===== src/rtl/telemetry_frame_scheduler.sv =====
// Periodic telemetry framer: snapshots the channel counters on a report tick and
// streams SYNC, seq, counts, checksum through the shared UART write/busy handshake.
module telemetry_frame_scheduler #(
  parameter int         NUM_CH    = 4,
  parameter logic [7:0] SYNC_BYTE = 8'hA5
) (
  input  logic                CLK,
  input  logic                RST_N,
  input  logic                tick,
  input  logic [8*NUM_CH-1:0] cnt_in,
  output logic                cnt_clr,
  input  logic                uart_busy,
  output logic                uart_wr,
  output logic [7:0]          uart_dat,
  output logic                frame_active,
  output logic [7:0]          seq_num,
  output logic [7:0]          overrun_cnt
);
  localparam int               IDX_W    = 4;
  localparam logic [IDX_W-1:0] LAST_IDX = IDX_W'(NUM_CH + 2);

  typedef enum logic [2:0] {IDLE, SNAP, LOAD, STROBE, WAIT_HI, WAIT_LO} state_e;

  state_e                 state_q;
  logic [NUM_CH-1:0][7:0] snap_q;
  logic [IDX_W-1:0]       idx_q;
  logic [7:0]             chk_q, seq_q, ovr_q, dat_q;
  logic                   clr_q, wr_q, act_q;
  logic [7:0]             byte_d, chk_d;

  // Frame byte at the current index; the last index falls through to the checksum.
  always_comb begin
    byte_d = chk_q;
    chk_d  = chk_q;
    if (idx_q == '0)            byte_d = SYNC_BYTE;
    else if (idx_q == IDX_W'(1)) byte_d = seq_q;
    for (int k = 0; k < NUM_CH; k++) begin
      if (idx_q == IDX_W'(k + 2)) begin
        byte_d = snap_q[k];
        chk_d  = chk_q + snap_q[k];
      end
    end
  end

  always_ff @(posedge CLK or negedge RST_N) begin
    if (!RST_N) begin
      state_q <= IDLE;
      snap_q  <= '0;
      idx_q   <= '0;
      chk_q   <= '0;
      seq_q   <= '0;
      ovr_q   <= '0;
      dat_q   <= '0;
      clr_q   <= 1'b0;
      wr_q    <= 1'b0;
      act_q   <= 1'b0;
    end else begin
      clr_q <= 1'b0;
      wr_q  <= 1'b0;
      // Any tick outside IDLE, including the frame's final cycle, is dropped.
      if (tick && state_q != IDLE && ovr_q != 8'hFF) ovr_q <= ovr_q + 8'd1;
      case (state_q)
        IDLE: if (tick) begin
          state_q <= SNAP;
          clr_q   <= 1'b1;
          act_q   <= 1'b1;
        end
        SNAP: begin
          snap_q  <= cnt_in;
          idx_q   <= '0;
          chk_q   <= seq_q;
          state_q <= LOAD;
        end
        LOAD: begin
          dat_q   <= byte_d;
          chk_q   <= chk_d;
          state_q <= STROBE;
        end
        STROBE: if (!uart_busy) begin
          wr_q    <= 1'b1;
          state_q <= WAIT_HI;
        end
        WAIT_HI: if (uart_busy) state_q <= WAIT_LO;
        WAIT_LO: if (!uart_busy) begin
          if (idx_q == LAST_IDX) begin
            seq_q   <= seq_q + 8'd1;
            act_q   <= 1'b0;
            state_q <= IDLE;
          end else begin
            idx_q   <= idx_q + IDX_W'(1);
            state_q <= LOAD;
          end
        end
        default: state_q <= IDLE;
      endcase
    end
  end

  assign cnt_clr      = clr_q;
  assign uart_wr      = wr_q;
  assign uart_dat     = dat_q;
  assign frame_active = act_q;
  assign seq_num      = seq_q;
  assign overrun_cnt  = ovr_q;
endmodule


===== config.mk =====
export PLATFORM = sky130hd
export DESIGN_NAME = telemetry_frame_scheduler
export DESIGN_NICKNAME = d
export VERILOG_FILES = /design/src/rtl/telemetry_frame_scheduler.sv
export SDC_FILE = /design/constraint.sdc
export NUM_CORES = 1
export LEC_CHECK = 0
export CAP_MARGIN = 20
export CELL_PAD_IN_SITES_DETAIL_PLACEMENT = 1
export CELL_PAD_IN_SITES_GLOBAL_PLACEMENT = 1
export CORE_MARGIN = 2
export CORE_UTILIZATION = 45
export CTS_BUF_LIST = sky130_fd_sc_hd__clkbuf_8 sky130_fd_sc_hd__clkbuf_16
export DETAILED_ROUTE_END_ITERATION = 8
export PLACE_DENSITY = 0.93
export SLEW_MARGIN = 20
export SYNTH_ARGS = -nofsm -noshare
export SYNTH_HDL_FRONTEND = slang
export SYNTH_SLANG_ARGS = --single-unit

===== constraint.sdc =====
create_clock -name CLK -period 4.6 [get_ports CLK]
set_input_delay 0.69 -clock CLK [delete_from_list [all_inputs] [get_ports CLK]]
set_output_delay 0.69 -clock CLK [all_outputs]
set_load 0.02 [all_outputs]

==> results of run 1 <==
## routing by layer
layer / global-route usage [%] / up-vias / wire length (um)
met5: 0 / - / 0
met4: 8.64 / 0 / 189
met3: 3.51 / 14 / 366
met2: 41.4 / 61 / 5770
met1: 31.2 / 1620 / 4730
li1: - / 1494 / -
## where the power goes
part           internal, mW  total (mW)  leakage, nW  switching (mW)
Combinational         0.673        1.41         1.04           0.740
Clock                 0.261       0.548       0.0999           0.287
Sequential            0.912        1.14        0.914           0.231
Total                  1.85        3.10         2.05            1.26
## cells by family (layout without fill, tap and decap cells)
group	after synthesis	in the layout	synth area share, %
simple gates	110	110	14.2
compound gates	92	92	14.6
flops	74	74	46.4
mux	44	44	12.0
buf+inv	30	97	3.42
xor+xnor	19	19	4.17
fa+ha+maj	16	16	5.21
## worst paths after layout
kind	slack (ns)	cells after the start	startpoint	to
min in group CLK	0.50	1	uart_dat[1]	uart_dat[1]
max in group asynchronous	3.17	2	RST_N	snap_q[4]
worst max register to register	1.08	11	idx_q[0]	chk_q[6]
worst max-delay path	1.08	11	idx_q[0]	chk_q[6]
worst min register to register	0.50	1	uart_dat[1]	uart_dat[1]
worst min-delay path	0.45	1	RST_N	idx_q[0]
## registers in the layout, summed over array words and instances, names as in the netlist
name	count
frame_active	1
state_q	3
overrun_cnt	8
cnt_clr	1
seq_num	8
uart_dat	8
idx_q	4
snap_q	32
uart_wr	1
chk_q	8
## cells in the mapped netlist (4+ instances only)
library cell  instances
dfrtp_1              74
nand2_1              42
mux2_2               30
o21ai_0              26
nor2_1               21
a21oi_1              19
ha_1                 15
inv_1                15
mux2i_1              14
xnor2_1              14
buf_2                10
a31oi_1               7
o21a_1                6
a21boi_0              5
a22o_1                5
nand2b_1              5
nand3_1               5
nor3_1                5
o22ai_1               5
xor2_1                5
and2_1                4
and3_1                4
nand4_1               4
o2111ai_1             4
## cell type report
class	count	area, um^2	area share (%)
clock buffers	9	124	2.53
clock inverters	7	85.1	1.73
inverters	15	56.3	1.15
multi-input cells	281	2010	40.9
flip-flops and latches	74	1850	37.8
well taps	108	135	2.76
repair buffers	66	646	13.2
## critical path, stage by stage, from the launching register on
cell       delay (ns)
dfrtp_1          0.44
ha_1             0.47
nor3b_2          0.64
nand2_1          0.20
a21boi_0         0.16
o21ai_0          0.25
ha_1             0.31
a21o_1           0.19
a21oi_1          0.29
nor4_1           0.12
o31ai_1          0.25
a2bb2oi_1        0.10
==> metrics.csv, run 1 <==
metric,value,unit
status,completed,
P_leak,2.05,nW
Filler cells,971,
vias,3189,
Synth Area per Inst,10.4,um^2
ys async rst share,100,%
hpwl dp,8010,um
Yosys top cell area share,46.4,%
Hold Crit Class,input port to asynchronous set/reset pin,
critical path class,flop to flop,
Synth area leader,dfrtp_1,
global route overflow,0,
critical path data required time,4.86,ns
setup_tns,0,ns
Synth Instances,385,
layout cells sized above 1,12.8,%
nature of the critical path startpoint,flop,
clk sinks,74,
Final Core Density,56.5,%
"Max FO, Critical Path",11,
IO Pins,63,
DR pass1 iterations,4,
H-tree levels,3,
worst vdd ir,293,uV
clock buffer depth,2,
Die ar.,9640,um^2
first-pass GRT wire length,18200,um
sequential fraction of the synthesis area,46.4,%
Max Cap Violations,0,
initial core utilization,46.0,%
Placer Congestion,0.871,
core area,8680,um^2
"commonest cells after routing, fill and taps aside","dfrtp_1 (74), clkdlybuf4s50_1 (61), nand2_1 (42)",
Yosys cell types,48,
row cnt,34,
die height,98.2,um
pin count of the biggest net entering global routing,42,
# resized after CTS,0,
ANT nets after route,0,
aggregate global-route resource usage,24.1,%
Hold Slack,0.453,ns
clk_lat worst skew,0.37,ns
min cycle time layout,3.52,ns
Pwr Total,3.10,mW
vias in the first global route,3492,
worst path arrival time,3.78,ns
via/cell ratio,5.69,
number of synthesized flops with an enable pin,0,
design area,4900,um^2
CTS tree,done,
relative slew slack,31.0,%
Crit. End Element,flop,
post-CTS setup buffers,0,
antenna diode count,0,
Main synth FF type,dfrtp_1,
Worst Clk Skew,0.0103,ns
Synthesis Warnings,0,
clk root buf,clkbuf_8,
Final Non-Filler Cells,560,
Port Buf Inserts,62,
post-synthesis register bit count,74,
final setup violation count,0,
Pwr Density,633,nW/um^2
Num CTS Buffers,9,
pre-CTS setup slack,1.10,ns
DRC viols,0,
Mapped Area,3990,um^2
worst-margin pin slew,1.02,ns
die width,98.2,um
clk slew on worst S/H paths,0.09,ns
Final Hold Fails,0,
drt total wl,11100,um
post-route setup slack,1.08,ns
DRT iter0 DRCs,163,
RSZ-0062 raised after global routing,no,
count of pins over their slew limit,0,
post-DR wirelength/cell,19.7,um
Area Growth Syn to Fin,22.9,%
Max Fclk,284,MHz
# nets final,499,
Post-DP Area,4700,um^2
antenna violations before repair,0,
CTS Hold Buffers Added,0,
Inst Count DP,544,
"commonest non-fill, non-tap cell in the layout",dfrtp_1,
ranking of synthesized cells by area,"dfrtp_1 (46%), mux2_2 (8.5%), ha_1 (4.7%)",
Synthesized Nets,437,
period utilisation layout,76.6,%
Power figures use the tool's default switching activity.
==> run 2: changes to the inputs <==
- CORE_UTILIZATION: 45 -> 42
- PLACE_DENSITY: 0.93 -> 0.88
- clock period: 4.6 -> 3.3 ns (I/O delays scaled with it)
==> metrics.csv, run 2 (synthesized netlist as in run 1, its figures left out) <==
metric,value,unit,change
# nets final,504,,was 499
antenna violations before repair,0,,unchanged
P_leak,2.06,nW,was 2.05 nW
DRT iter0 DRCs,145,,was 163
die width,101,um,was 98.2 um
Area Growth Syn to Fin,24.3,%,was 22.9%
antenna diode count,0,,unchanged
vias in the first global route,3480,,"was 3,492"
largest reg by FF count,snap_q,,unchanged
Hold Slack,0.170,ns,was 0.453 ns
DRC viols,0,,unchanged
nature of the critical path startpoint,flop,,unchanged
worst path arrival time,3.34,ns,was 3.78 ns
register area,1850,um^2,about the same
worst-margin pin slew,0.892,ns,was 1.02 ns
"commonest non-fill, non-tap cell in the layout",dfrtp_1,,unchanged
worst vdd ir,492,uV,was 293 uV
H-tree levels,3,,unchanged
clk sinks,74,,unchanged
ANT nets after route,0,,unchanged
Hold Crit Class,input port to asynchronous set/reset pin,,unchanged
clk slew on worst S/H paths,0.09,ns,about the same
CP max stage cell,fa_1,,was nor3b_2
post-DR wirelength/cell,18.2,um,was 19.7 um
initial core utilization,43.2,%,was 46.0%
power share of the sequential group,37.7,%,was 36.8%
Clock Power Share,16.0,%,was 17.7%
layout cells sized above 1,14.7,%,was 12.8%
row cnt,35,,was 34
"commonest cells after routing, fill and taps aside","dfrtp_1 (73), clkdlybuf4s50_1 (61), nand2_1 (42)",,"was dfrtp_1 (74), clkdlybuf4s50_1 (61), nand2_1 (42)"
combinational share of power,46.4,%,was 45.5%
clk root buf,clkbuf_8,,unchanged
Worst Clk Skew,0.00683,ns,was 0.0103 ns
die height,101,um,was 98.2 um
clock buffer depth,2,,unchanged
critical path class,flop to flop,,unchanged
Max Fclk,324,MHz,was 284 MHz
first-pass GRT wire length,17500,um,"was 18,200 um"
setup_tns,0,ns,unchanged
Max Cap Violations,0,,unchanged
IO Pins,63,,unchanged
max reg flops,32,,unchanged
DR pass1 iterations,4,,unchanged
drt total wl,10600,um,"was 11,100 um"
CTS tree,done,,unchanged
Bufs and invs on worst path,0,,unchanged
post-CTS setup buffers,0,,unchanged
Port Buf Inserts,62,,unchanged
Die ar.,10300,um^2,was 9640 um^2
count of pins over their slew limit,0,,unchanged
clk_lat worst skew,0.36,ns,was 0.37 ns
pin count of the biggest net entering global routing,42,,unchanged
Pwr Total,4.24,mW,was 3.10 mW
relative slew slack,39.7,%,was 31.0%
"Max FO, Critical Path",7,,was 11
period utilisation layout,93.6,%,was 76.6%
critical path's top delay family,compound AO/OA/AOI/OAI gates,,unchanged
Sw Share,41.1,%,was 40.5%
# resized after CTS,0,,unchanged
core area,9240,um^2,was 8680 um^2
CP cell instances,ha_1 > and3b_2 > a22o_1 > a21oi_1 > o21ai_0 > fa_1 > a21o_1 > a21oi_2 > nor4_1 > o31ai_1 > a2bb2oi_1,,was ha_1 > nor3b_2 > nand2_1 > a21boi_0 > o21ai_0 > ha_1 > a21o_1 > a21oi_1 > nor4_1 > o31ai_1 > a2bb2oi_1
Num CTS Buffers,9,,unchanged
vias,3274,,"was 3,189"
aggregate global-route resource usage,22.1,%,was 24.1%
Pint,2.49,mW,was 1.85 mW
CTS Hold Buffers Added,0,,unchanged
Pwr Density,854,nW/um^2,was 633 nW/um^2
global route overflow,0,,unchanged
Crit. End Element,flop,,unchanged
final setup violation count,0,,unchanged
hpwl dp,7850,um,was 8010 um
RSZ-0062 raised after global routing,yes,,was no
Placer Congestion,0.869,,was 0.871
area of the multi-input gates,2020,um^2,was 2010 um^2
Filler cells,1013,,was 971
Max stage delay on crit path,0.48,ns,was 0.64 ns
status,completed,,unchanged
min cycle time layout,3.09,ns,was 3.52 ns
Final Hold Fails,0,,unchanged
via/cell ratio,5.59,,was 5.69
critical path data required time,3.55,ns,was 4.86 ns
Psw,1.74,mW,was 1.26 mW
[run 2: cell count changes in the layout (fill, tap and decap cells not counted), moves of 2 or more]
cell and change:
inv_8 -2, inv_6 +2, clkinv_4 +2, buf_4 +5
[run 2: routing by layer]
layer | share of wire [%] | routed length (um) | vias to the layer above | global-route usage (%)
li1 | - | - | 1508 | -
met1 | 44 | 4630 | 1675 | 28.7
met2 | 50 | 5370 | 72 | 36.5
met3 | 4.2 | 448 | 19 | 5.52
met4 | 1.9 | 198 | 0 | 6.55
met5 | 0 | 0 | - | 0
[run 2: path summary, 6_finish.rpt]
kind / from / endpoint / slack [ns] / cells past startpoint
min in group CLK: uart_dat[4] / uart_dat[4] / 0.49 / 1
max reg2reg: idx_q[0] / chk_q[6] / 0.21 / 11
min reg2reg: uart_dat[4] / uart_dat[4] / 0.49 / 1
max in group asynchronous: RST_N / idx_q[1] / 2.76 / 2
min: RST_N / chk_q[3] / 0.17 / 2
max: idx_q[0] / chk_q[6] / 0.21 / 11
[run 2: cell type report]
type | count | share of cell area, %
inverters | 15 | 1.13
clock inverters | 7 | 1.21
flip-flops and latches | 74 | 37.4
well taps | 129 | 3.25
multi-input cells | 281 | 40.8
repair buffers | 71 | 13.8
clock buffers | 9 | 2.50
[run 2: worst reg2reg max path: stages, from the launching register on]
cell and delay [ns]:
dfrtp_1 0.44, ha_1 0.32, and3b_2 0.31, a22o_1 0.26, a21oi_1 0.15, o21ai_0 0.18
fa_1 0.48, a21o_1 0.22, a21oi_2 0.21, nor4_1 0.07, o31ai_1 0.25, a2bb2oi_1 0.10
[run 2: power groups by stage]
stage	clock (mW)	sequential (mW)	combinational, mW
2_1_floorplan	0	1.59	1.30
3_3_place_gp	0	1.57	1.84
3_5_place_dp	0	1.60	1.94
4_1_cts	0.685	1.59	1.96
5_1_grt	0.732	1.64	2.16
6_report	0.677	1.60	1.96
[run 2: per-stage QoR]
step	worst slack [ns]	util, %	std cells	cell area, um^2
after floorplan	0.464	-	385	3990
after global placement	0.319	51.5	570	4760
after detailed placement	0.163	51.5	570	4760
after CTS	0.104	53.5	586	4940
after global routing	-0.0254	53.7	586	4960
final	0.210	53.7	586	4960
